<file path="src/rtl/bus_xfer_ctrl.sv">
// Register-to-register transfer sequencer for a shared tristate bus.
// Each transfer enables one source, strobes one destination load, and records the bus value.
module bus_xfer_ctrl (
    input  logic        clk,
    input  logic        rst,
    input  logic        req,
    input  logic [2:0]  src,
    input  logic [2:0]  dst,
    input  logic        ext_src,
    input  logic [15:0] bus_in,
    output logic [7:0]  Tri_EN,
    output logic        Ext_Tri_EN,
    output logic [7:0]  Reg_En,
    output logic        busy,
    output logic        done,
    output logic        err,
    output logic [15:0] xfer_data,
    output logic [1:0]  fsm_state
);

    typedef enum logic [1:0] {
        IDLE  = 2'd0,
        DRIVE = 2'd1,
        LATCH = 2'd2,
        HOLD  = 2'd3
    } state_t;

    state_t      state;
    state_t      state_nxt;
    logic [2:0]  src_q;
    logic [2:0]  dst_q;
    logic        ext_q;
    logic        done_q;
    logic        err_q;
    logic        req_ok;
    logic        req_bad;

    // Handshake: req acts as valid and !busy as ready. A request is taken only
    // on an IDLE edge; req seen while busy is dropped, never queued.
    assign req_ok  = req && (ext_src || (src != dst));
    assign req_bad = req && !ext_src && (src == dst);

    always_ff @(posedge clk or negedge rst) begin
        if (!rst) begin
            state <= IDLE;
        end else begin
            state <= state_nxt;
        end
    end

    always_comb begin
        state_nxt = state;
        case (state)
            IDLE:    if (req_ok) state_nxt = DRIVE;
            DRIVE:   state_nxt = LATCH;
            LATCH:   state_nxt = HOLD;
            HOLD:    state_nxt = IDLE;
            default: state_nxt = IDLE;
        endcase
    end

    always_ff @(posedge clk or negedge rst) begin
        if (!rst) begin
            src_q     <= 3'd0;
            dst_q     <= 3'd0;
            ext_q     <= 1'b0;
            done_q    <= 1'b0;
            err_q     <= 1'b0;
            xfer_data <= 16'd0;
        end else begin
            if (state == IDLE && req_ok) begin
                src_q <= src;
                dst_q <= dst;
                ext_q <= ext_src;
            end
            done_q <= (state == HOLD);
            err_q  <= (state == IDLE) && req_bad;
            // The destination captures on the same edge, so the recorded value matches it.
            if (state == LATCH) begin
                xfer_data <= bus_in;
            end
        end
    end

    // Outputs decode only registered state, so no input reaches them combinationally.
    always_comb begin
        Tri_EN     = 8'd0;
        Ext_Tri_EN = 1'b0;
        Reg_En     = 8'd0;
        busy       = 1'b0;
        case (state)
            DRIVE, LATCH, HOLD: begin
                busy = 1'b1;
                if (ext_q) begin
                    Ext_Tri_EN = 1'b1;
                end else begin
                    Tri_EN[src_q] = 1'b1;
                end
                if (state == LATCH) begin
                    Reg_En = 8'd1 << dst_q;
                end
            end
            default: ;
        endcase
    end

    assign done      = done_q;
    assign err       = err_q;
    assign fsm_state = state;

endmodule

</file>
<file path="config.mk">
export PLATFORM = sky130hd
export DESIGN_NAME = bus_xfer_ctrl
export DESIGN_NICKNAME = d
export VERILOG_FILES = /design/src/rtl/bus_xfer_ctrl.sv
export SDC_FILE = /design/constraint.sdc
export NUM_CORES = 1
export LEC_CHECK = 0
export BUFFER_PORTS_ARGS = -buffer_cell sky130_fd_sc_hd__buf_2
export CAP_MARGIN = 20
export CELL_PAD_IN_SITES_DETAIL_PLACEMENT = 1
export CELL_PAD_IN_SITES_GLOBAL_PLACEMENT = 1
export CORE_MARGIN = 2
export CORE_UTILIZATION = 38
export CTS_BUF_LIST = sky130_fd_sc_hd__clkbuf_2
export DETAILED_ROUTE_END_ITERATION = 6
export PLACE_DENSITY = 0.95
export RECOVER_POWER = 50
export SETUP_SLACK_MARGIN = 0.1
export SYNTH_ARGS = -nofsm -noshare
export SYNTH_HDL_FRONTEND = slang
export SYNTH_SLANG_ARGS = --single-unit
</file>
<file path="constraint.sdc">
create_clock -name clk -period 3 [get_ports clk]
set_clock_uncertainty 0.05 [all_clocks]
set_input_delay 0.6 -clock clk [delete_from_list [all_inputs] [get_ports clk]]
set_output_delay 0.6 -clock clk [all_outputs]
set_load 0.005 [all_outputs]
</file>
==> impl_results.md <==
- Post-route DRC: 0
- Final #Nets: 204
- Core area: 3311 um2
- Max IR drop VDD: 0.3581 mV
- GPL Wtd Cong: 0.8295
- GRT Util Overall: 0.1907
- CP max stage delay: 0.47 ns
- CP cell instances: inv_1 > ha_1 > or3_1 > nor3_1 > buf_2
- Area of the die: 3901 um2
- CP required: 2.35 ns
- Starting density of the core: 0.3923
- Drt pass-1 iters: 4
- Max-slew violations: 0
- Die Width: 62.46 um
- Final WL: 3453 um
- Worst min path class: input pin to flop
- Largest net degree at the start of global routing: 28
- Fill cell total of the finished layout: 412
- Netlist cell types: 22
- Via count: 1100
- CP Data Arrival Time: 1.92 ns
- Max_cap viols: 0
- Hpwl dp: 2902 um
- Slew @ Worst Pin: 1.466 ns
- Worst setup path class: flop to output pin
- WL met2: 1937 um
- Antenna cells: 0
- Hold Vio Cnt, Final: 0
- CTS buffer count: 3
- Power, Total: 1.598 mW
- Vias per inst: 5.023
- Cts hold-fix bufs: 0
- Crit Path Max Fanout: 9
- Io pins: 64
- Syn nets: 138
- Post-Syn Instances: 108
- Number of nets with antenna violations after routing: 0
- WL met1: 1249 um
- Seq cells post-synth: 27
- Clock Tree Buf Depth: 2
- Initial antenna violation count: 0
- Final period utilization: 0.8555
- Setup TNS: 0 ns
- Vias in the first global route: 1280
- Reg clk slew, reported paths: 0.25 ns
- Met3 WL: 179 um
- Num rows: 21
- Startpoint types: flop
- Max frequency: 389.6 MHz
- Top cells by area, synth: dfrtp_1, mux2_2, nor2_1, ha_1, o41a_1
- Iteration-0 DRC Markers: 34
- Global-route wire length before repair: 5885 um
- Sink Count: 27
- Yosys top cell by area: dfrtp_1
- Cell leakage power: 0.8124 nW
- Post-Syn Area per Cell: 12.03 um2
- Outcome: complete, no violations
- Mapped Area: 1299 um2
- Top Metal Used: met4
- Tmin final: 2.567 ns
- CTS tree: yes
- Post-CTS Setup Repair Bufs: 0
- Critical path capture point type: output pin
- Syn. warnings: 0
- Sequential share of the synthesized area: 0.5202
- Unrepaired setup endpoints after global routing: no
- Congestion Overflow GR: 0
- Critical-path top delay cell: dfrtp_1
- Top cell type's share of synthesized area: 0.5202
- DIE HEIGHT: 62.46 um
- Worst path bufs/invs: 2
- Post-CTS sizing: 0
- Setup Viol. Count Final: 0
- Clk_lat worst skew: 0.34 ns
- Proportion of layout cells with a drive suffix above 1: 0.4855
- H-tree depth: 1
- Pwr Density: 956.0 nW/um2
- Routed len/inst: 15.77 um
- Syn-to-layout area delta: 28.71%
- Port Buffers: 63
- Rel. slew slack: 0.02281
- Root Driver: clkbuf_2
- Top delay family on crit path: simple AND/OR/NAND/NOR gates
registers in the layout, summed over array words and instances (netlist names):
signal and count:
xfer_data 16, dst_q 3, src_q 3, fsm_state 2, done 1, err 1, ext_q 1
metrics by stage:
step	cell area, um2	setup WS (ns)	cells	utilization	hold WS, ns
3_3_place_gp	1665	0.9449	215	0.5030	0.4357
4_1_cts	1685	0.3834	219	0.5091	0.1543
2_1_floorplan	1299	0.9600	108	-	0.2544
5_1_grt	1672	0.2332	219	0.5049	0.3568
6_report	1672	0.4335	219	0.5049	0.4076
3_5_place_dp	1665	0.8456	215	0.5030	0.4405
metal layers:
metal	vias to the layer above	global-route usage
met5	-	0
li1	506	-
met3	10	0.04324
met1	541	0.1979
met4	0	0.06944
met2	43	0.3696
cells by family (layout without fill, tap and decap cells):
logic type                 Yosys count  after routing  share of synthesized area
AOI/OAI and AO/OA                    7              7                    0.06455
muxes                               22             22                     0.1908
adders and majority gates            4              4                    0.03854
and+or+nand+nor                     38             38                     0.1435
xor gates and xnor gates             3              3                    0.02023
buffers and inverters                7             72                    0.02215
DFF                                 27             27                     0.5202
worst paths after layout:
path,endpoint,depth (start not counted),start,slack [ns]
worst max-delay path,Tri_EN[0],5,fsm_state[1],0.43
worst min-delay path,xfer_data[10],2,bus_in[10],0.41
worst max register to register,xfer_data[9],4,fsm_state[0],0.96
worst min register to register,xfer_data[14],1,xfer_data[14],0.49
max in group asynchronous,xfer_data[12],1,rst,1.57
min in group asynchronous,ext_q,1,rst,0.49
layout by cell type (no fill, tap or decap):
| cell | instances |
|---|---|
| buf_2 | 55 |
| dfrtp_1 | 27 |
| mux2_2 | 22 |
| nor2_1 | 16 |
| clkbuf_1 | 9 |
| nand2_1 | 5 |
| inv_1 | 4 |
| nand2b_1 | 4 |
| nor4_1 | 4 |
| ha_1 | 4 |
| xor2_1 | 3 |
| o41a_1 | 3 |
| clkbuf_2 | 3 |
| nor3_1 | 2 |
| or3b_2 | 2 |
| nand3_1 | 1 |
| or3_1 | 1 |
| and2_0 | 1 |
| and2_1 | 1 |
| nor2b_1 | 1 |
| o21ai_0 | 1 |
| o32ai_1 | 1 |
| o41ai_4 | 1 |
| a22o_1 | 1 |
| clkinv_2 | 1 |
final cells by class:
cell class                      count  area (um2)  area share
Clock inverter                      1       5.005    0.002994
Tap cell                           46       57.56     0.03443
Multi-Input combinational cell     74       594.3      0.3555
Sequential cell                    27       675.6      0.4042
Timing Repair Buffer               64       309.0      0.1849
Inverter                            4       15.01    0.008982
Clock buffer                        3       15.01    0.008982
cell usage after synthesis (all sizes together):
library cell	number
a22o	1
and2	2
buf	2
clkbuf	1
dfrtp	27
ha	4
inv	4
mux2	22
nand2	5
nand2b	4
nand3	1
nor2	16
nor2b	1
nor3	2
nor4	4
o21ai	1
o32ai	1
o41a	3
o41ai	1
or3	1
or3b	2
xor2	3
report_power, final:
| group | switching [mW] | internal [mW] | total [mW] | leakage, nW |
|---|---|---|---|---|
| clock network | 0.107 | 0.0303 | 0.137 | 0.0164 |
| logic | 0.377 | 0.404 | 0.781 | 0.474 |
| registers | 0.136 | 0.544 | 0.680 | 0.322 |
| total | 0.620 | 0.978 | 1.60 | 0.812 |
(Power assumes the default switching activity.)
